$ cat src/rtl/uart_pkg.sv
// Shared types and encodings for the uart_tx arbiter.
// Latency: n/a (declarations only).
// Backpressure: n/a.
package uart_pkg;

    typedef enum logic [2:0] {
        ST_STARTUP  = 3'd0,
        ST_IDLE     = 3'd1,
        ST_FLAG     = 3'd2,
        ST_WAIT_END = 3'd3,
        ST_GAP      = 3'd4
    } state_t;

    localparam logic [1:0] PARI_NONE = 2'b00;
    localparam logic [1:0] PARI_ODD  = 2'b01;
    localparam logic [1:0] PARI_EVEN = 2'b10;

    localparam logic STOP_1 = 1'b0;
    localparam logic STOP_2 = 1'b1;

    // The unused 2'b11 parity code is sent to uart_tx as "no parity".
    function automatic logic [1:0] legal_parity(input logic [1:0] p);
        return ((p == PARI_ODD) || (p == PARI_EVEN)) ? p : PARI_NONE;
    endfunction

endpackage

$ cat src/rtl/uart_rr_pick.sv
// Round-robin winner select: first valid requester above the pointer, with wrap.
// Latency: purely combinational.
// Backpressure: none; any_valid_o is low when no requester is valid.
module uart_rr_pick #(
    parameter int NUM_REQ = 4,
    parameter int IW      = 2
) (
    input  logic [NUM_REQ-1:0] valid_i,
    input  logic [IW-1:0]      ptr_i,
    output logic [IW-1:0]      winner_o,
    output logic               any_valid_o
);

    // Scan ptr+1 .. ptr+NUM_REQ (mod NUM_REQ); the pointer itself has lowest priority.
    always_comb begin
        logic        found;
        logic [IW-1:0] win;
        int          idx;
        found = 1'b0;
        win   = '0;
        idx   = 0;
        for (int off = 1; off <= NUM_REQ; off++) begin
            idx = (int'(ptr_i) + off) % NUM_REQ;
            if (!found && valid_i[idx[IW-1:0]]) begin
                found = 1'b1;
                win   = idx[IW-1:0];
            end
        end
        winner_o    = win;
        any_valid_o = found;
    end

endmodule

$ cat src/rtl/uart_tx_arb.sv
// Round-robin sharing of one uart_tx between NUM_REQ byte producers; optional txend watchdog (UART_TX_ARB_TIMEOUT_EN).
// Latency: ready is combinational in IDLE; pi_flag_o rises the cycle after the handshake for FLAG_CYCLES cycles.
// Backpressure: one grant per frame; requesters hold valid/data until their ready, new grants wait for txend_i plus GAP_CYCLES.
module uart_tx_arb
    import uart_pkg::*;
#(
    parameter int NUM_REQ        = 4,
    parameter int STARTUP_CYCLES = 8,
    parameter int FLAG_CYCLES    = 2,
    parameter int GAP_CYCLES     = 2,
    parameter int TIMEOUT_CYCLES = 2000000
) (
    input  logic                       clk_i,
    input  logic                       rstn_i,
    input  logic [NUM_REQ-1:0]         req_valid_i,
    input  logic [NUM_REQ*8-1:0]       req_data_i,
    output logic [NUM_REQ-1:0]         req_ready_o,
    input  logic [31:0]                cfg_baud_cnt_max_i,
    input  logic [31:0]                cfg_baud_cnt_max_half_i,
    input  logic [1:0]                 cfg_paribit_i,
    input  logic                       cfg_stopbit_i,
    output logic [7:0]                 pi_data_o,
    output logic                       pi_flag_o,
    output logic [31:0]                baud_cnt_max_o,
    output logic [31:0]                baud_cnt_max_half_o,
    output logic [1:0]                 paribit_o,
    output logic                       stopbit_o,
    input  logic                       txend_i,
    output logic                       busy_o,
    output logic [$clog2(NUM_REQ)-1:0] grant_id_o,
    output logic                       frame_done_o,
    output logic                       timeout_o
);

    localparam int IW = $clog2(NUM_REQ);

    state_t         state_q;
    logic [31:0]    cnt_q;      // startup / flag / gap length, and watchdog in WAIT_END
    logic [IW-1:0]  ptr_q;
    logic [IW-1:0]  grant_q;
    logic [7:0]     data_q;
    logic           flag_q;
    logic           busy_q;
    logic           done_q;
    logic [31:0]    baud_q;
    logic [31:0]    half_q;
    logic [1:0]     pari_q;
    logic           stop_q;

    logic [IW-1:0]  win;
    logic           any_valid;
    logic           handshake;

    uart_rr_pick #(
        .NUM_REQ (NUM_REQ),
        .IW      (IW)
    ) u_pick (
        .valid_i     (req_valid_i),
        .ptr_i       (ptr_q),
        .winner_o    (win),
        .any_valid_o (any_valid)
    );

    assign handshake = (state_q == ST_IDLE) && any_valid;

    // One-hot ready to the round-robin winner, only while IDLE.
    always_comb begin
        req_ready_o = '0;
        if (handshake) begin
            req_ready_o[win] = 1'b1;
        end
    end

`ifdef UART_TX_ARB_TIMEOUT_EN
    logic timeout_q;
    assign timeout_o = timeout_q;
`else
    // Watchdog limit only matters in the timeout build.
    logic unused_timeout_cycles;
    assign unused_timeout_cycles = |TIMEOUT_CYCLES;
    assign timeout_o = 1'b0;
`endif

    // Frame sequencer: grant, flag strobe, wait for txend, inter-frame gap.
    always_ff @(posedge clk_i or negedge rstn_i) begin
        if (!rstn_i) begin
            state_q   <= ST_STARTUP;
            cnt_q     <= '0;
            ptr_q     <= IW'(NUM_REQ - 1);
            grant_q   <= '0;
            data_q    <= '0;
            flag_q    <= 1'b0;
            busy_q    <= 1'b0;
            done_q    <= 1'b0;
            baud_q    <= '0;
            half_q    <= '0;
            pari_q    <= PARI_NONE;
            stop_q    <= STOP_1;
`ifdef UART_TX_ARB_TIMEOUT_EN
            timeout_q <= 1'b0;
`endif
        end else begin
            done_q <= 1'b0;
`ifdef UART_TX_ARB_TIMEOUT_EN
            timeout_q <= 1'b0;
`endif
            case (state_q)
                ST_STARTUP: begin
                    baud_q <= cfg_baud_cnt_max_i;
                    half_q <= cfg_baud_cnt_max_half_i;
                    pari_q <= legal_parity(cfg_paribit_i);
                    stop_q <= cfg_stopbit_i;
                    if (cnt_q == 32'(STARTUP_CYCLES - 1)) begin
                        state_q <= ST_IDLE;
                        busy_q  <= 1'b0;
                        cnt_q   <= '0;
                    end else begin
                        busy_q  <= 1'b1;
                        cnt_q   <= cnt_q + 32'd1;
                    end
                end
                ST_IDLE: begin
                    // Config tracks the inputs here; the handshake-edge copy is the frame's value.
                    baud_q <= cfg_baud_cnt_max_i;
                    half_q <= cfg_baud_cnt_max_half_i;
                    pari_q <= legal_parity(cfg_paribit_i);
                    stop_q <= cfg_stopbit_i;
                    if (handshake) begin
                        data_q  <= req_data_i[{win, 3'b000} +: 8];
                        grant_q <= win;
                        ptr_q   <= win;
                        flag_q  <= 1'b1;
                        busy_q  <= 1'b1;
                        cnt_q   <= '0;
                        state_q <= ST_FLAG;
                    end
                end
                ST_FLAG: begin
                    if (cnt_q == 32'(FLAG_CYCLES - 1)) begin
                        flag_q  <= 1'b0;
                        cnt_q   <= '0;
                        state_q <= ST_WAIT_END;
                    end else begin
                        cnt_q   <= cnt_q + 32'd1;
                    end
                end
                ST_WAIT_END: begin
                    if (txend_i) begin
                        done_q  <= 1'b1;
                        cnt_q   <= '0;
                        state_q <= ST_GAP;
`ifdef UART_TX_ARB_TIMEOUT_EN
                    end else if (cnt_q == 32'(TIMEOUT_CYCLES - 1)) begin
                        // Give up on this frame; pointer already moved past the requester.
                        timeout_q <= 1'b1;
                        cnt_q     <= '0;
                        state_q   <= ST_GAP;
                    end else begin
                        cnt_q     <= cnt_q + 32'd1;
`endif
                    end
                end
                ST_GAP: begin
                    if (cnt_q == 32'(GAP_CYCLES - 1)) begin
                        busy_q  <= 1'b0;
                        cnt_q   <= '0;
                        state_q <= ST_IDLE;
                    end else begin
                        cnt_q   <= cnt_q + 32'd1;
                    end
                end
                default: begin
                    flag_q  <= 1'b0;
                    cnt_q   <= '0;
                    state_q <= ST_STARTUP;
                end
            endcase
        end
    end

    assign pi_data_o           = data_q;
    assign pi_flag_o           = flag_q;
    assign baud_cnt_max_o      = baud_q;
    assign baud_cnt_max_half_o = half_q;
    assign paribit_o           = pari_q;
    assign stopbit_o           = stop_q;
    assign busy_o              = busy_q;
    assign grant_id_o          = grant_q;
    assign frame_done_o        = done_q;

endmodule

$ cat config.mk
export PLATFORM = sky130hd
export DESIGN_NAME = uart_tx_arb
export DESIGN_NICKNAME = d
export VERILOG_FILES = /design/src/rtl/uart_pkg.sv /design/src/rtl/uart_rr_pick.sv /design/src/rtl/uart_tx_arb.sv
export SDC_FILE = /design/constraint.sdc
export NUM_CORES = 1
export LEC_CHECK = 0
export CAP_MARGIN = 20
export CORE_AREA = 2 2 151 94
export CTS_CLUSTER_SIZE = 8
export DETAILED_ROUTE_END_ITERATION = 12
export DIE_AREA = 0 0 153 96
export PLACE_DENSITY = 0.76
export SYNTH_ARGS = -nofsm -noshare
export SYNTH_HDL_FRONTEND = slang
export SYNTH_SLANG_ARGS = --single-unit
$ cat constraint.sdc
create_clock -name clk_i -period 2.2 [get_ports clk_i]
set_input_delay 0.22 -clock clk_i [delete_from_list [all_inputs] [get_ports clk_i]]
set_output_delay 0.22 -clock clk_i [all_outputs]
set_load 0.01 [all_outputs]
Word-level counts from Yosys, hierarchy flattened
Index checks and enable logic that the tools add are counted.
{"block": "totals", "regBits": 117}
{"block": "op_classes", "addsub": 5, "magnitude_cmp": 6, "eq_ne": 13, "shifts": 1, "muxes": 38, "n_bitwise": 1, "reduce_logical": 19}
{"op": "two-way mux 32 bit", "count": 4}
{"op": "one-hot mux 32 bit (4 select lines)", "count": 1}
{"op": "adder 32 x 1 -> 32 bit (second input constant)", "count": 1}
{"op": "equality test 32 x 1 -> 1 bit (second input constant)", "count": 1}
{"op": "equality test 32 x 3 -> 1 bit (second input constant)", "count": 1}
{"op": "variable part select 32 x 6 -> 8 bit", "count": 1}
{"op": "less-than comparator 2 x 3 -> 1 bit (second input constant)", "count": 5}
{"op": "two-way mux 3 bit", "count": 5}
{"op": "one-hot mux 3 bit (5 select lines)", "count": 1}
{"op": "two-way mux 1 bit", "count": 14}
{"op": "two-way mux 2 bit", "count": 5}
{"op": "!= test 2 bit (second input constant)", "count": 5}
{"op": "binary-select mux 1 bit (select 2 bit)", "count": 4}
{"op": "equality test 3 x 2 -> 1 bit (second input constant)", "count": 2}
{"op": "one-hot mux 1 bit (3 select lines)", "count": 2}
{"op": "AND reduction 3 bit", "count": 2}
{"op": "logical AND 1 bit", "count": 5}
{"op": "AND reduction 5 bit", "count": 1}
{"op": "adder 2 x 1 -> 2 bit (second input constant)", "count": 2}
{"op": "adder 2 bit (second input constant)", "count": 2}
{"op": "two-way mux 4 bit", "count": 1}
{"op": "AND reduction 2 bit", "count": 2}
{"op": "OR reduction 2 bit", "count": 2}
{"op": "equality test 3 x 1 -> 1 bit (second input constant)", "count": 1}
{"op": "other kinds (11)", "count": 13}

Depth between registers and ports, before layout
{"block": "depth", "depth_word": 18, "depth_mapped": 8}

Hierarchy
Synthesis repeated with hierarchy kept, for this count alone.
{"block": "unflattened", "hier_cells": 457, "hier_area_um2": 5311.3}
{"mod": "uart_tx_arb", "n_inst": 1, "cells_per_inst": 443, "area_per_inst_um2": 5220.0}
{"mod": "uart_rr_pick", "n_inst": 1, "cells_per_inst": 14, "area_per_inst_um2": 91.3}

Worst setup path after synthesis
OpenSTA, ideal clock, no wires.
{"block": "synth_path", "kind": "register to register", "start": "reg ptr_q[1]", "end": "reg data_q[0], in the netlist pi_data_o[0]", "setup_time_ns": 0.142, "arrival_time_ns": 2.037, "setup_slack_ns": 0.020, "stages_incl_launch_ff": 8, "path_cell_list": "dfstp_2 -> clkbuf_1 -> mux2i_1 -> o22ai_1 -> a21oi_2 -> buf_2 -> mux2i_1 -> o221ai_1"}
{"block": "synth_between", "elab_chain_len": 15, "word_cells_on_any_way": 29, "classes_between": "add/sub: 4; shift: 1; mux: 16; reduce/logical: 8"}
{"item": "from (decl)", "line": "uart_tx_arb.sv:39", "text": "logic [IW-1:0] ptr_q;"}
{"item": "from (signal assigned)", "line": "uart_tx_arb.sv:89", "text": "ptr_q <= IW'(NUM_REQ - 1);"}
{"item": "from (signal assigned)", "line": "uart_tx_arb.sv:131", "text": "ptr_q <= win;"}
{"item": "parallel branches: the longest is 15 deep, another holds adder 2 x 1 -> 2 bit"}
{"item": "to (signal assigned)", "line": "uart_tx_arb.sv:129", "text": "data_q <= req_data_i[{win, 3'b000} +: 8];"}
{"item": "to (decl)", "line": "uart_tx_arb.sv:41", "text": "logic [7:0] data_q;"}
Parallel ways; which one is timed is not known. The select of a mux whose other input is x is not followed.
A chain may end at the register's enable or synchronous reset.

Worst setup path after layout
{"block": "layout_path", "start": "reg cnt_q[11]", "end": "reg cnt_q[21]"}
{"block": "layout_between", "elab_chain_len": 3, "word_cells_on_any_way": 6, "classes_between": "add/sub: 1; eq/ne: 2; mux: 3"}
{"item": "from (decl)", "line": "uart_tx_arb.sv:38", "text": "logic [31:0] cnt_q;"}
{"item": "from (signal assigned)", "line": "uart_tx_arb.sv:119", "text": "cnt_q <= cnt_q + 32'd1;"}
{"item": "from (signal assigned)", "line": "uart_tx_arb.sv:144", "text": "cnt_q <= cnt_q + 32'd1;"}
{"item": "from (signal assigned)", "line": "uart_tx_arb.sv:169", "text": "cnt_q <= cnt_q + 32'd1;"}
{"item": "adder 32 x 1 -> 32 bit, or another cell as far along", "line": "uart_tx_arb.sv:119, uart_tx_arb.sv:144, uart_tx_arb.sv:169"}
{"item": "two-way mux 32 bit (on tied branches)", "line": "uart_tx_arb.sv:139, uart_tx_arb.sv:164, uart_tx_arb.sv:113"}
{"item": "one-hot mux 32 bit (4 select lines) *", "line": "uart_tx_arb.sv:107", "text": "case (state_q)"}
Mark *: on every way between the ends. The rest lies on a longest branch, timed or not.

==> summary.md <==
| Metric | Value |
|---|---|
| Core Region | `13340 µm²` |
| Gr ovfl total | `0` |
| Rows | `33` |
| All-Layer GR Usage | `0.2124` |
| Fmax | `461.4 MHz` |
| Non-filler instance count after layout | `882` |
| CTS tree | `built` |
| IO buf count | `189` |
| Crit. End Element | `flip-flop` |
| Initial core utilization | `0.4012` |
| Setup-failing EPs final | `0` |
| Vias in the first global route | `4744` |
| First drt pass iteration count | `6` |
| Finished Core Util | `0.6272` |
| PnR worst setup slack | `32.51 ps` |
| Mapped Area | `5350 µm²` |
| Post-Route Setup TNS | `0 ps` |
| Hold Path Class | `in -> async` |
| Unrepaired setup endpoints after global routing | `yes` |
| Final setup skew | `8.144 ps` |
| Final worst path period share | `0.9852` |
| Die height | `96 µm` |
| Synth Register Bits | `117` |
| R2R depth | `6` |
| Final Wtd Congestion | `0.9594` |
| Via density | `5.269` |
| Initial antenna violation count | `0` |
| Yosys top cell area share | `0.5379` |
| Ranking of synthesized cells by area | `dfrtp_1 54%, mux2_2 14%, mux2i_1 3.6%` |
| Worst skew pair latency | `420 ps` |
| First-pass GRT wire length | `24370 µm` |
| Syn_nets | `580` |
| Highest-count cells in the layout ignoring fill and taps | `184 x clkdlybuf4s50_1, 114 x dfrtp_1, 66 x mux2_2, 40 x nand2_1, 38 x buf_4` |
| Area of the die | `14690 µm²` |
| Wire length per cell | `17.71 µm` |
| Share of cells above drive strength 1 | `0.2419` |
| Flop2flop setup slack | `30 ps` |
| PD cells | `1331 nW/µm²` |
| Worst hold slack | `258.3 ps` |
| Die X | `153 µm` |
| Commonest non-fill, non-tap cell in the layout | `clkdlybuf4s50_1` |
| Drt drc | `0` |
| Area delta synth->final | `56.34%` |
| Dpl hpwl | `11240 µm` |
| Crit-path max FO | `7` |
| Cells after synthesis | `472` |
| # Max-Cap Violations | `0` |
| Worst setup startpoint | `cnt_q[11]` |
| R2r endpoint | `cnt_q[21]` |
| Slew margin rel. | `0.6663` |
| N_diodes | `0` |
| Clock Path Buffers | `2` |
| Clock root buffer | `clkbuf_16` |
| VDD IR max | `0.7148 mV` |
| Worst Max-Slew Pin Slew | `496.4 ps` |
| Ys Warns | `0` |
| Initial DRC Count | `275` |
| # IOs | `191` |
| CTS buffer count | `17` |
| Final-report hold violation count | `0` |
| Syn_area_per_cell | `11.34 µm²` |
| Antenna Nets Post-Route | `0` |
| Arr. time, crit path | `2500 ps` |
| Unique masters post-synth | `50` |
| Yosys top cell by area | `dfrtp_1` |
| Nets | `803` |
| Slew Limit Fails | `0` |
| Clock period minus worst slack | `2167 ps` |
| Pleak | `0.003496 µW` |
| Pin count of the biggest net entering global routing | `70` |
| Data required, critical path | `2540 ps` |
| H-Tree Level Count | `4` |
| Vias | `4647` |
| Outcome | `finished, final reports clean` |
| Element type at the critical path start | `flip-flop` |
| Dpl ws | `-180.8 ps` |
| Predominant post-synthesis flop cell | `dfrtp_1` |
| Inst Count DP | `842` |
| Clock transition at the registers of the reported paths | `60 ps` |
| Drt total wl | `15620 µm` |
| Synth async-reset ratio | `1.000` |
| Number of flops mapped to enable cells by yosys | `0` |
| Seq/Total Area, Yosys | `0.5477` |
| # clock sinks | `117` |
| Worst r2r src | `cnt_q[11]` |
| End point of the critical path | `cnt_q[21]` |
| WS Path Type | `reg -> reg` |
synthesized netlist by cell type, types with 3 or more instances:
cell type and n:
a21oi_1 14, buf_2 4, or2_2 3, clkbuf_1 21
mux2i_1 19, dfrtp_1 115, o21ai_0 21, nand3_1 16
nor2_1 36, o221ai_1 8, or3_1 8, and3_1 3
nand3b_1 4, nor4_1 14, nand2b_1 5, nand4_1 8
xnor2_1 9, mux2_2 66, nor3_1 5, nand2_1 41
inv_1 5, xor2_1 8
layer usage:
| layer | track usage | wire length (µm) | vias to the layer above |
|---|---|---|---|
| met2 | 0.3337 | 7218 | 215 |
| met4 | 0.06327 | 238 | 0 |
| met5 | 0 | 0 | - |
| met1 | 0.2620 | 6459 | 2263 |
| li1 | - | - | 2143 |
| met3 | 0.1040 | 1701 | 26 |
final cells by class:
type	count	area, µm²
clock inverter	13	146.4
clock buffer	18	439.2
fill	1014	4972
timing repair buffer	231	2228
sequential	117	2932
tap	175	219.0
multi-input combinational	323	2381
inverter	5	18.77
repair_timing:
| action | CTS | global route |
|---|---|---|
| resized for setup | 16 | 20 |
| endpoints found under the hold margin | 21 | 0 |
| buffers inserted | 2 | 6 |
| hold buffers | 1 | 0 |
| pin swaps | 1 | 8 |
| setup endpoints to repair | 4 | 25 |
worst max-delay path: stages, from the launching register on:
cell and delay (ps):
dfrtp_1 420, nand2_2 80, or4_4 520, or3_4 420, buf_6 150, or3_1 330, a21oi_2 170
power breakdown:
group / internal, µW / switching (µW)
registers: 2990 / 477
logic: 2790 / 2120
clock network: 1700 / 1050
total: 7490 / 3650
worst min path at each step:
stage               cells past startpoint                     end   start  slack, ps
finish                                  2           grant_id_o[0]  rstn_i        260
CTS                                     2                cnt_q[9]  rstn_i        270
global route                            2           grant_id_o[0]  rstn_i        300
global placement                        1           grant_id_o[0]  rstn_i        150
floorplan                               0  baud_cnt_max_half_o[0]  rstn_i        -80
detailed placement                      1                cnt_q[0]  rstn_i        150
flip-flops by register name, summed over array words and instances (netlist names), 2 cells and up:
| register | cells |
|---|---|
| baud_cnt_max_half_o | 32 |
| baud_cnt_max_o | 32 |
| cnt_q | 32 |
| grant_id_o | 2 |
| paribit_o | 2 |
| pi_data_o | 8 |
| ptr_q | 2 |
| state_q | 3 |
kinds of logic after synthesis:
logic type / Yosys count / synth area share
adder cells (fa/ha/maj): 2 / 0.004677
XOR/XNOR: 17 / 0.02783
AO/OA/AOI/OAI: 61 / 0.07039
flip-flops: 117 / 0.5477
AND/OR/NAND/NOR: 157 / 0.1501
other: 1 / 0.0007009
buffers and inverters: 32 / 0.02409
multiplexers: 85 / 0.1745
through the flow:
step | instance area (µm²) | total power, µW
final | 8364 | 11140
after global routing | 8364 | 11740
after CTS | 8280 | 11160
after detailed placement | 7641 | 8310
after global placement | 7641 | 8140
after floorplan | 5350 | 5731
No activity file was read; power rests on OpenSTA's default activity.
==> RTL edit, RTL diff (same flow settings) <==
Build with the macro `UART_TX_ARB_TIMEOUT_EN` defined.
--- a/src/rtl/uart_tx_arb.sv
+++ b/src/rtl/uart_tx_arb.sv
@@ -3,2 +3,4 @@
 // Backpressure: one grant per frame; requesters hold valid/data until their ready, new grants wait for txend_i plus GAP_CYCLES.
+`define UART_TX_ARB_TIMEOUT_EN
+
 module uart_tx_arb
Formal check against the unedited RTL: same outputs for any inputs over 10 cycles, from zero or initial values and one cycle with rstn_i low; that may be too few to reach the edited logic, so the function may still have changed.
==> RTL edit against the unedited design <==
- sequential cell count up 1
- area after synthesis up 1.8%
- cell area up 4.4%
- combinational power up 4.9%
- worst setup slack better by 0.032 ns
- clock power down 7%
- die area unchanged
- wire length up 2.8%
- first-iteration DRC count up 1.8%
- total power up 0.65%
- highest routed layer unchanged
==> RTL edit: results (changes against the unedited design) <==
metric,value,unit,change
outcome,"complete, no violations",,
Vias,4790,,+3.1%
CP max FO,8,,+1
FILL cells,992,,-2.2%
hpwl dp,11500,µm,+2.6%
first-pass GRT wire length,26000,µm,+6.9%
final setup margin,0.0649,ns,+0.0324 ns
WP data arrival,2.43,ns,-0.07 ns
Post-synth top cells,"116 x dfrtp_1, 65 x mux2_2, 46 x nor2_1",,
Mapped Nets,573,,-1.2%
Crit-path slowest cell,nor4_4,,
post-place instance area,0.00798,mm²,+4.4%
worst vdd ir,0.785,mV,+9.8%
family with the most delay on the worst path,compound AO/OA/AOI/OAI gates,,
RR Endpoint,cnt_q[4],,
final wirelength,16100,µm,+2.8%
First-pass DRT Iterations,7,,+1
layout cells sized above 1,27.9,%,+3.8 points
GP Congestion,0.847,,-12%
met2 Resource Use GR,38.1,%,+4.7 points
port buffer count,190,,+0.53%
dpl ws,-0.275,ns,-0.0938 ns
critical path's largest stage delay,0.43,ns,-0.09 ns
drt initial violations,280,,+1.8%
R2R depth,8,,+2
Syn Area/Cell,11.7,µm²,+3.3%
synthesized cell area,0.00545,mm²,+1.8%
met3 usage,9.86,%,-0.54 points
NumNets Final,843,,+5.0%
gr usage total,22.8,%,+1.6 points
Worst-Margin Slew,0.827,ns,+0.331 ns
vias in the first global route,5110,,+7.7%
reg2reg start,cnt_q[0],,
Reg2Reg Setup Slack,0.06,ns,+0.03 ns
Clock Skew,0.0109,ns,+0.00278 ns
Global Route met1 Usage,27.3,%,+1.1 points
largest net degree at the start of global routing,69,,-1.4%
final cell count without fillers,923,,+4.6%
Lkg Pwr,3.75,nW,+7.2%
-- RTL edit: timing repair --
action | CTS | global route
hold buffers | 1 | 0
gates cloned | 1 | 0
pin swaps | 9 | 11
endpoints found under the hold margin | 35 | 0
endpoints found under the setup margin | 35 | 36
gates resized for setup | 17 | 13
setup buffers | 8 | 8
-- RTL edit: cell families after synthesis --
| family | Yosys count | synth area share [%] |
|---|---|---|
| DFF | 118 | 54.3 |
| buffers and inverters | 29 | 2.50 |
| xor gates and xnor gates | 22 | 3.54 |
| AOI/OAI and AO/OA | 49 | 6.57 |
| adders and majority gates | 2 | 0.459 |
| muxes | 82 | 16.6 |
| and+or+nand+nor | 163 | 16.1 |
-- RTL edit: layout make-up --
| class | count | area (µm²) | share of cell area, % |
|---|---|---|---|
| multi-input cells | 319 | 2430 | 27.8 |
| flip-flops and latches | 118 | 2960 | 33.8 |
| clock buffers | 18 | 429 | 4.91 |
| repair buffers | 269 | 2540 | 29.1 |
| inverters | 10 | 37.5 | 0.430 |
| well taps | 175 | 219 | 2.51 |
| clock inverters | 14 | 119 | 1.36 |
-- RTL edit: worst max-delay path by stage --
stage,start,to
after floorplan,cnt_q[0],cnt_q[15]
after global placement,cnt_q[16],cnt_q[7]
after detailed placement,req_valid_i[2],cnt_q[30]
after CTS,cnt_q[3],cnt_q[28]
after global routing,cnt_q[0],cnt_q[2]
final,cnt_q[0],cnt_q[4]
-- RTL edit: where the power goes --
part           switching, mW  internal (mW)
combinational           2.16           3.00
clock                   1.09           1.47
sequential             0.501           2.99
total                   3.76           7.45
-- RTL edit: stage by stage --
step           hold slack, ns  util, %
6_report                0.334     65.5
5_1_grt                 0.393     65.5
4_1_cts                 0.348     64.7
3_5_place_dp            0.248     59.8
3_3_place_gp            0.244     59.8
2_1_floorplan         -0.0756        -
-- RTL edit: routing by layer --
metal | up-vias | wire length (µm)
li1 | 2210 | -
met1 | 2335 | 6520
met2 | 221 | 7530
met3 | 24 | 1740
met4 | 0 | 254
met5 | - | 0
-- RTL edit: worst reg2reg max path, cell delays in order, from the launching register on --
cell	delay, ns
dfrtp_1	0.38
ha_2	0.23
nand2_2	0.09
nor4_4	0.43
a31oi_4	0.20
a21oi_4	0.30
buf_6	0.15
nor2_1	0.03
a211o_1	0.22
